**config.mk**
```make
export PLATFORM = sky130hd
export DESIGN_NAME = axi_stream_strip_header
export DESIGN_NICKNAME = d
export VERILOG_FILES = /design/src/rtl/axi_stream_hdr_pkg.sv /design/src/rtl/axi_stream_realign.sv /design/src/rtl/axi_stream_strip_header.sv
export SDC_FILE = /design/constraint.sdc
export NUM_CORES = 1
export LEC_CHECK = 0
export ABC_AREA = 1
export ABC_CLOCK_PERIOD_IN_PS = 6500
export CAP_MARGIN = 20
export CELL_PAD_IN_SITES_DETAIL_PLACEMENT = 1
export CELL_PAD_IN_SITES_GLOBAL_PLACEMENT = 1
export CORE_MARGIN = 2
export CORE_UTILIZATION = 35
export CTS_CLUSTER_DIAMETER = 30
export DETAILED_ROUTE_END_ITERATION = 7
export PLACE_DENSITY_LB_ADDON = 0.1
export SETUP_SLACK_MARGIN = 0.02
export SYNTH_ARGS = -nofsm -noshare
export SYNTH_HDL_FRONTEND = slang
export SYNTH_SLANG_ARGS = --single-unit
export TNS_END_PERCENT = 20
```
**constraint.sdc**
```tcl
create_clock -name clk -period 6.5 [get_ports clk]
set_input_delay 0.975 -clock clk [delete_from_list [all_inputs] [get_ports clk]]
set_output_delay 0.975 -clock clk [all_outputs]
set_load 0.02 [all_outputs]
```
**src/rtl/axi_stream_hdr_pkg.sv**
```systemverilog
// Shared types and byte-count helpers for the AXI-Stream header inserter/stripper pair.
package axi_stream_hdr_pkg;

    localparam int unsigned HDR_MAX_BYTES = 64;

    typedef enum logic [1:0] {
        ST_IDLE  = 2'd0,
        ST_HEAD  = 2'd1,
        ST_BODY  = 2'd2,
        ST_FLUSH = 2'd3
    } hdr_state_e;

    // Number of set bits in a (zero-extended) keep vector.
    function automatic int unsigned keep_to_cnt(input logic [HDR_MAX_BYTES-1:0] keep);
        int unsigned cnt;
        cnt = 0;
        for (int unsigned i = 0; i < HDR_MAX_BYTES; i++) begin
            cnt += 32'(keep[i]);
        end
        return cnt;
    endfunction

    // Keep with the top cnt bits of a width-bit vector set.
    function automatic logic [HDR_MAX_BYTES-1:0] cnt_to_msb_keep(input int unsigned cnt,
                                                                 input int unsigned width);
        logic [HDR_MAX_BYTES-1:0] keep;
        keep = '0;
        for (int unsigned i = 0; i < HDR_MAX_BYTES; i++) begin
            if ((i < width) && (i + cnt >= width)) begin
                keep[i] = 1'b1;
            end
        end
        return keep;
    endfunction

endpackage

```
**src/rtl/axi_stream_realign.sv**
```systemverilog
// Combinational byte combiner: appends the top s bytes of a beat to an MSB-aligned residual.
module axi_stream_realign
    import axi_stream_hdr_pkg::*;
#(
    parameter int unsigned DATA_WD      = 32,
    parameter int unsigned DATA_BYTE_WD = DATA_WD / 8,
    parameter int unsigned BYTE_CNT_WD  = $clog2(DATA_BYTE_WD)
) (
    input  logic [DATA_WD-1:0]      residual,
    input  logic [DATA_WD-1:0]      beat,
    input  logic [BYTE_CNT_WD-1:0]  s,
    input  logic [BYTE_CNT_WD:0]    beat_cnt,
    output logic [DATA_WD-1:0]      data_c,
    output logic [DATA_BYTE_WD-1:0] keep_c,
    output logic                    overflow_c
);

    int unsigned total;

    // s == 0 means the stream is already aligned; otherwise residual fills the top W-s bytes.
    always_comb begin
        total      = 32'(beat_cnt);
        data_c     = beat;
        keep_c     = DATA_BYTE_WD'(cnt_to_msb_keep(32'(beat_cnt), DATA_BYTE_WD));
        overflow_c = 1'b0;
        if (s != '0) begin
            total  = DATA_BYTE_WD - 32'(s) + 32'(beat_cnt);
            data_c = residual | (beat >> (8 * (DATA_BYTE_WD - 32'(s))));
            if (total > DATA_BYTE_WD) begin
                keep_c     = '1;
                overflow_c = 1'b1;
            end else begin
                keep_c = DATA_BYTE_WD'(cnt_to_msb_keep(total, DATA_BYTE_WD));
            end
        end
    end

endmodule

```
**src/rtl/axi_stream_strip_header.sv**
```systemverilog
// Strips an N-byte header from an AXI-Stream packet and re-aligns the payload MSB-first.
// Optional runt counter port err_cnt when STRIP_HEADER_ERR_CNT_EN is defined.
module axi_stream_strip_header
    import axi_stream_hdr_pkg::*;
#(
    parameter int unsigned DATA_WD      = 32,
    parameter int unsigned DATA_BYTE_WD = DATA_WD / 8,
    parameter int unsigned BYTE_CNT_WD  = $clog2(DATA_BYTE_WD)
) (
    input  logic                    clk,
    input  logic                    rst_n,
    input  logic                    valid_strip,
    input  logic [BYTE_CNT_WD-1:0]  strip_cnt,
    output logic                    ready_strip,
    input  logic                    valid_in,
    input  logic [DATA_WD-1:0]      data_in,
    input  logic [DATA_BYTE_WD-1:0] keep_in,
    input  logic                    last_in,
    output logic                    ready_in,
    output logic                    valid_header,
    output logic [DATA_WD-1:0]      data_header,
    output logic [DATA_BYTE_WD-1:0] keep_header,
    input  logic                    ready_header,
    output logic                    valid_out,
    output logic [DATA_WD-1:0]      data_out,
    output logic [DATA_BYTE_WD-1:0] keep_out,
    output logic                    last_out,
    input  logic                    ready_out
`ifdef STRIP_HEADER_ERR_CNT_EN
    ,
    output logic [15:0]             err_cnt
`endif
);

    localparam int unsigned CNT_WD = BYTE_CNT_WD + 1;

    hdr_state_e               state_q, state_d;
    logic [CNT_WD-1:0]        n_q;
    logic [BYTE_CNT_WD-1:0]   s_q;
    logic [CNT_WD-1:0]        flush_cnt_q, flush_cnt_d;
    logic [DATA_WD-1:0]       resid_q;

    logic [CNT_WD-1:0]        strip_n;
    logic [BYTE_CNT_WD-1:0]   strip_s;
    logic [CNT_WD-1:0]        in_cnt;
    logic [CNT_WD-1:0]        hn;
    logic [DATA_WD-1:0]       beat_m;
    logic [DATA_WD-1:0]       hdr_data;
    logic [DATA_BYTE_WD-1:0]  hdr_keep;
    logic                     in_fire, strip_fire, out_free;

    logic                     cnt_load, hdr_load, resid_load, out_load;
    logic [DATA_WD-1:0]       out_data_d;
    logic [DATA_BYTE_WD-1:0]  out_keep_d;
    logic                     out_last_d;

    logic [DATA_WD-1:0]       rl_data;
    logic [DATA_BYTE_WD-1:0]  rl_keep;
    logic                     rl_overflow;

    assign out_free    = !valid_out || ready_out;
    assign ready_strip = (state_q == ST_IDLE) && !valid_header;
    assign ready_in    = ((state_q == ST_HEAD) || (state_q == ST_BODY)) && out_free;
    assign in_fire     = valid_in && ready_in;
    assign strip_fire  = valid_strip && ready_strip;

    assign strip_n = CNT_WD'(strip_cnt) + CNT_WD'(1);
    assign strip_s = (32'(strip_n) == DATA_BYTE_WD) ? '0 : BYTE_CNT_WD'(strip_n);
    assign in_cnt  = CNT_WD'(keep_to_cnt(HDR_MAX_BYTES'(keep_in)));

    // Bytes outside keep are forced to zero so residual/flush beats carry clean padding.
    always_comb begin
        beat_m = '0;
        for (int unsigned i = 0; i < DATA_BYTE_WD; i++) begin
            if (keep_in[i]) begin
                beat_m[i*8 +: 8] = data_in[i*8 +: 8];
            end
        end
    end

    // A runt shorter than N yields only its c bytes as header.
    assign hn       = (last_in && (in_cnt < n_q)) ? in_cnt : n_q;
    assign hdr_data = beat_m >> (8 * (DATA_BYTE_WD - 32'(hn)));

    always_comb begin
        hdr_keep = '0;
        for (int unsigned i = 0; i < DATA_BYTE_WD; i++) begin
            hdr_keep[i] = (i < 32'(hn));
        end
    end

    axi_stream_realign #(
        .DATA_WD      (DATA_WD),
        .DATA_BYTE_WD (DATA_BYTE_WD),
        .BYTE_CNT_WD  (BYTE_CNT_WD)
    ) u_realign (
        .residual   (resid_q),
        .beat       (beat_m),
        .s          (s_q),
        .beat_cnt   (in_cnt),
        .data_c     (rl_data),
        .keep_c     (rl_keep),
        .overflow_c (rl_overflow)
    );

    always_ff @(posedge clk or negedge rst_n) begin
        if (!rst_n) begin
            state_q <= ST_IDLE;
        end else begin
            state_q <= state_d;
        end
    end

    always_comb begin
        state_d     = state_q;
        cnt_load    = 1'b0;
        hdr_load    = 1'b0;
        resid_load  = 1'b0;
        out_load    = 1'b0;
        out_data_d  = '0;
        out_keep_d  = '0;
        out_last_d  = 1'b0;
        flush_cnt_d = flush_cnt_q;
        unique case (state_q)
            ST_IDLE: begin
                if (strip_fire) begin
                    cnt_load = 1'b1;
                    state_d  = ST_HEAD;
                end
            end
            ST_HEAD: begin
                if (in_fire) begin
                    hdr_load   = 1'b1;
                    resid_load = 1'b1;
                    if (!last_in) begin
                        state_d = ST_BODY;
                    end else if (in_cnt > n_q) begin
                        // Single-beat packet longer than the header: leftover goes out via FLUSH.
                        flush_cnt_d = in_cnt - n_q;
                        state_d     = ST_FLUSH;
                    end else begin
                        state_d = ST_IDLE;
                    end
                end
            end
            ST_BODY: begin
                if (in_fire) begin
                    out_load   = 1'b1;
                    resid_load = 1'b1;
                    out_data_d = rl_data;
                    out_keep_d = rl_keep;
                    if (last_in) begin
                        if (rl_overflow) begin
                            flush_cnt_d = in_cnt - CNT_WD'(s_q);
                            state_d     = ST_FLUSH;
                        end else begin
                            out_last_d = 1'b1;
                            state_d    = ST_IDLE;
                        end
                    end
                end
            end
            ST_FLUSH: begin
                if (out_free) begin
                    out_load   = 1'b1;
                    out_data_d = resid_q;
                    out_keep_d = DATA_BYTE_WD'(cnt_to_msb_keep(32'(flush_cnt_q), DATA_BYTE_WD));
                    out_last_d = 1'b1;
                    state_d    = ST_IDLE;
                end
            end
            default: state_d = ST_IDLE;
        endcase
    end

    // Packet context and residual bytes (kept MSB-aligned).
    always_ff @(posedge clk or negedge rst_n) begin
        if (!rst_n) begin
            n_q         <= '0;
            s_q         <= '0;
            flush_cnt_q <= '0;
            resid_q     <= '0;
        end else begin
            flush_cnt_q <= flush_cnt_d;
            if (cnt_load) begin
                n_q <= strip_n;
                s_q <= strip_s;
            end
            if (resid_load) begin
                resid_q <= beat_m << (8 * 32'(s_q));
            end
        end
    end

    always_ff @(posedge clk or negedge rst_n) begin
        if (!rst_n) begin
            valid_out <= 1'b0;
            data_out  <= '0;
            keep_out  <= '0;
            last_out  <= 1'b0;
        end else if (out_load) begin
            valid_out <= 1'b1;
            data_out  <= out_data_d;
            keep_out  <= out_keep_d;
            last_out  <= out_last_d;
        end else if (ready_out) begin
            valid_out <= 1'b0;
        end
    end

    always_ff @(posedge clk or negedge rst_n) begin
        if (!rst_n) begin
            valid_header <= 1'b0;
            data_header  <= '0;
            keep_header  <= '0;
        end else if (hdr_load) begin
            valid_header <= 1'b1;
            data_header  <= hdr_data;
            keep_header  <= hdr_keep;
        end else if (ready_header) begin
            valid_header <= 1'b0;
        end
    end

`ifdef STRIP_HEADER_ERR_CNT_EN
    logic runt;

    assign runt = (state_q == ST_HEAD) && in_fire && last_in && (in_cnt <= n_q);

    // Saturating runt counter.
    always_ff @(posedge clk or negedge rst_n) begin
        if (!rst_n) begin
            err_cnt <= '0;
        end else if (runt && (err_cnt != 16'hFFFF)) begin
            err_cnt <= err_cnt + 16'd1;
        end
    end
`endif

endmodule

```
* Word-level counts from Yosys, hierarchy flattened
Cells that the tools add are included.
Operators by class: eq/ne operators 12, magnitude comparators 19, mux-type cells 60, shifts and indexed selects 3, reductions and logical operators 17, bitwise operators 1, add/subtract/negate cells 18
Operators by type and width (number):
- greater-or-equal comparator 32 x 3 -> 1 bit (second input constant) | 7
- 2-to-1 mux 32 bit | 3
- adder 2 x 32 -> 32 bit (first input constant) | 2
- one-hot mux 32 bit (2 select lines) | 1
- >> shifter 32 x 32 -> 32 bit | 2
- adder 1 x 32 -> 32 bit (first input constant) | 1
- adder 32 x 3 -> 32 bit | 1
- greater-than comparator 32 x 3 -> 1 bit (second input constant) | 1
- 2-to-1 mux 8 bit | 4
- bitwise OR 32 bit | 1
- left shift 32 x 5 -> 32 bit | 1
- 2-to-1 mux 1 bit | 27
- 2-to-1 mux 3 bit | 7
- 2-to-1 mux 2 bit | 9
- adder 2 x 3 -> 4 bit (first input constant) | 4
- 2-to-1 mux 4 bit | 4
- inequality test 2 bit (second input constant) | 7
- greater-or-equal comparator 4 x 3 -> 1 bit (second input constant) | 3
- adder 1 x 3 -> 4 bit (first input constant) | 2
- one-hot mux 2 bit (4 select lines) | 1
- one-hot mux 4 bit (2 select lines) | 1
- nonzero test 2 bit | 4
- AND reduction 7 bit | 1
- greater-or-equal comparator 3 bit (second input constant) | 2
- other kinds (24) | 34
Storage, ports and cells: register bits after elaboration 117, output and inout port bits 77

* Longest topological paths before layout
depth after elaboration 11, depth in mapped cells 19, mapped depth without buffers 17

* Cells and area by module
Synthesis repeated with hierarchy kept, for this count alone.
Second synthesis, totals: cells, all modules 1150, area, all modules 7860.0 um2
By module, submodules not included:
- axi_stream_strip_header | area an instance 6491.2 um2, seq. area each 2902.8 um2, cells an instance 868, times used 1
- axi_stream_realign | area an instance 1368.8 um2, seq. area each 0.0 um2, cells an instance 282, times used 1

* Least setup slack after synthesis
OpenSTA, ideal clock, no wires.
kind input port to flip-flop, start input port keep_in[0], end register data_header[12], path slack 2.451 ns, data arrival time 3.925 ns, required time 6.376 ns, cell stages on the path 16, path buffers 2, path through fa_1 > ha_1 > ha_1 > ha_1 > a21oi_4 > nand3_2 > nand2_4 > nand2_8 > buf_4 > ha_1 > inv_1 > nand3_4 > clkinv_2 > buf_4 > nand2_1 > nand3_1
Between the ends: longest elaborated chain between the ends 8, elaborated cells between the ends (all ways) 9, those cells by class add/sub (4); order compare (1); shift (1); mux (2); reduce/logical (1)
RTL lines:
- from (decl) | line axi_stream_strip_header.sv:17 | input logic [DATA_BYTE_WD-1:0] keep_in,
- adder 1 x 1 -> 2 bit | line axi_stream_hdr_pkg.sv:18 | cnt += 32'(keep[i]);
- adder 2 x 1 -> 3 bit | line axi_stream_hdr_pkg.sv:18
- adder 3 x 1 -> 3 bit | line axi_stream_hdr_pkg.sv:18
- < comparator 3 bit | line axi_stream_strip_header.sv:82 | assign hn = (last_in && (in_cnt < n_q)) ? in_cnt : n_q;
- logical AND 1 bit | line axi_stream_strip_header.sv:82
- 2-to-1 mux 3 bit | line axi_stream_strip_header.sv:82
- subtractor 3 x 3 -> 4 bit | line axi_stream_strip_header.sv:83 | assign hdr_data = beat_m >> (8 * (DATA_BYTE_WD - 32'(hn)));
- >> shifter 32 x 32 -> 32 bit (*) | line axi_stream_strip_header.sv:83
- to (signal assigned) | line axi_stream_strip_header.sv:218 | data_header <= hdr_data;
- to (decl) | line axi_stream_strip_header.sv:21 | output logic [DATA_WD-1:0] data_header,
Mark *: on every way between the ends. The rest lies on a longest branch, timed or not. A chain may end at the register's enable or synchronous reset.

* Final worst setup path
start input port keep_in[0], end register data_header[11]
Same word-level chain as after synthesis.

==> out/results.tsv <==
metric	value	unit
outcome	completed	
part of the cycle the worst path needs	77.2	%
clk buf depth	2	
Post-synth EDFFs	0	
Initial Util	35.5	%
Worst Setup SP	keep_in[0]	
critical path required time	6.80	ns
DR vias/cell	5.23	
Synth Area per Inst	7.35	sq um
Slew Limit Headroom	34.9	%
layout cells sized above 1	7.28	%
core area	0.0210	sq mm
worst r2r dst	state_q[0]	
Synth Net Count	1081	
Die Span X	150	um
Tmin final	5.02	ns
clk_skew	0.0108	ns
critical path startpoint category	input pin	
# clock sinks	116	
PwrDens	501	mW/mm^2
# resized after CTS	0	
wire per inst	19.0	um
Max Cap Viol	0	
Root Driver	clkbuf_16	
CP endpoint kind	flop	
Reg clk slew, reported paths	0.05	ns
H-tree levels	4	
critical path peak fanout	27	
sequential-to-total area share from yosys stat	39.1	%
Yosys top cell by area	dfrtp_1	
GRT Util Overall	24.1	%
flops & latches, synth	116	
RSZ-0062 raised after global routing	no	
initial antenna violation count	0	
yosys warns	0	
Yosys top cell area share	39.1	%
WP data arrival	5.32	ns
reg2reg path depth	12	
Inserted Diodes	0	
Mapped Area	0.00743	sq mm
largest net degree at the start of global routing	62	
first-pass GRT wire length	41100	um
hold_buf cts	0	
layout net count	1170	
Least-Margin Pin Slew	0.975	ns
share of flip-flops with an asynchronous set or reset	100	%
critical path type	input pin to flop	
die footprint	0.0224	sq mm
# setup viols final	0	
R2R Path Start	s_q[1]	
Ports	122	
Remaining DRCs	0	
Vias	7251	
# Post-CTS Setup Buffers	0	
GPL Wtd Cong	0.860	
clk_lat worst skew	0.43	ns
TritonCTS buffer count	17	
Area contributors post-synth	dfrtp_1 39%, nand2_1 16%, o21ai_0 5.7%, inv_1 5.6%, nand3_1 5.2%	
vias in the first global route	7320	
Leakage	0.00450	uW
library cells used by synthesis	46	
hold_ws	0.472	ns
maximum vdd drop	0.000217	V
ANT nets after route	0	
flop-to-flop setup slack	2.15	ns
Synth-to-Final Area Change	25.2	%
global route overflow	0	
max-slew violation count	0	
CP Capture Point	data_header[11]	
Hold Crit Class	flop to flop	
Syn Inst Count	1011	
post-DP HPWL	18700	um
Hold Fails Final Rpt	0	
most numerous cell in the Yosys netlist	nand2_1	
final WL	26300	um
Synth Flop Type	dfrtp_1	
drt pass-1 iters	5	
CTS tree	built	
synth cell count leaders	314 x nand2_1, 116 x dfrtp_1, 111 x inv_1, 84 x o21ai_0, 77 x nand3_1	
FP Rows	53	
Die Y	150	um
1st-iter DRT viols	404	
setup TNS	0	ns
port bufs	121	
Max Freq	199	MHz
how the worst min path moves through the flow:
stage	startpoint	to	slack [ns]	cells past startpoint
CTS	data_header[20]	data_header[20]	0.48	2
global route	data_out[26]	data_out[26]	0.51	2
finish	data_header[20]	data_header[20]	0.47	2
floorplan	flush_cnt_q[1]	flush_cnt_q[1]	0.45	2
global placement	data_header[22]	data_header[22]	0.47	2
detailed placement	data_header[20]	data_header[20]	0.46	2
layer usage:
layer / vias up / track usage (%) / part of all wire, %
met5: - / 0 / 0
met4: 0 / 6.13 / 1.8
met1: 3553 / 32.2 / 47
met2: 159 / 40.4 / 48
met3: 31 / 4.21 / 3.5
li1: 3508 / - / -
where the power goes:
group	internal, uW	total (uW)	leakage [uW]	switching, uW
sequential	1010	1210	0.00151	198
clock	578	936	0.000274	358
combinational	899	2510	0.00272	1610
per-stage QoR:
step                instances  setup WS [ns]  instance area [sq um]  utilization (%)  power [uW]
CTS                      1387           1.51                   9310             44.4        4700
global placement         1356           1.25                   8740             41.7        3710
global route             1387           1.21                   9310             44.4        5020
floorplan                1011           2.45                   7430                -        2900
detailed placement       1356           1.06                   8740             41.7        3750
finish                   1387           1.48                   9310             44.4        4660
registers in the layout (all words and copies together), names as in the netlist:
signal,cells
valid_out,1
last_out,1
data_header,32
resid_q,32
keep_header,4
valid_header,1
n_q,2
keep_out,4
flush_cnt_q,3
s_q,2
state_q,2
data_out,32
worst max-delay path: stages:
cell and delay (ns):
clkdlybuf4s50_1 0.73, fa_1 0.70, ha_1 0.20, ha_1 0.34
ha_1 0.39, a21oi_4 0.27, nand3_2 0.17, nand2_4 0.23
nand2_8 0.18, ha_1 0.27, nand3_1 0.10, nand2_2 0.09
nand3_4 0.12, clkinv_2 0.30, nand2_1 0.17, nand3_1 0.08
logic make-up after synthesis:
logic type                 count (synthesis)  synth area share (%)
and+or+nand+nor                          492                  29.0
AOI/OAI and AO/OA                        199                  17.0
buffers and inverters                    176                  9.98
DFF                                      116                  39.1
adders and majority gates                 25                  4.61
xor gates and xnor gates                   3                 0.354
layout by cell type (no fill, tap or decap), types with 3 or more instances in the layout:
master,Yosys,final
nand2_1,314,314
clkdlybuf4s50_1,0,120
dfrtp_1,116,116
inv_1,111,111
o21ai_0,84,84
nand3_1,77,77
nor2_1,53,52
o211ai_1,48,48
ha_1,21,21
clkbuf_16,0,17
o22ai_1,16,16
nand2_2,13,13
a21oi_1,13,13
o221ai_1,12,12
nor2_2,10,10
nand4_1,6,6
inv_2,6,6
a211oi_1,6,6
clkinv_2,1,6
buf_4,4,6
o311ai_0,5,5
nand3_2,4,4
a31oi_1,4,4
fa_1,4,4
nand2_4,3,3
o32ai_1,3,3
nor2_4,2,3
nand3b_1,3,3
clkinvlp_4,0,3
layout make-up:
class / count / area (sq um)
tap: 275 / 344
inverter: 120 / 452
clock inverter: 10 / 108
timing repair buffer: 126 / 1250
multi-input combinational: 719 / 3800
sequential: 116 / 2900
fill: 2642 / 11600
clock buffer: 21 / 460
Power figures use the tool's default switching activity.
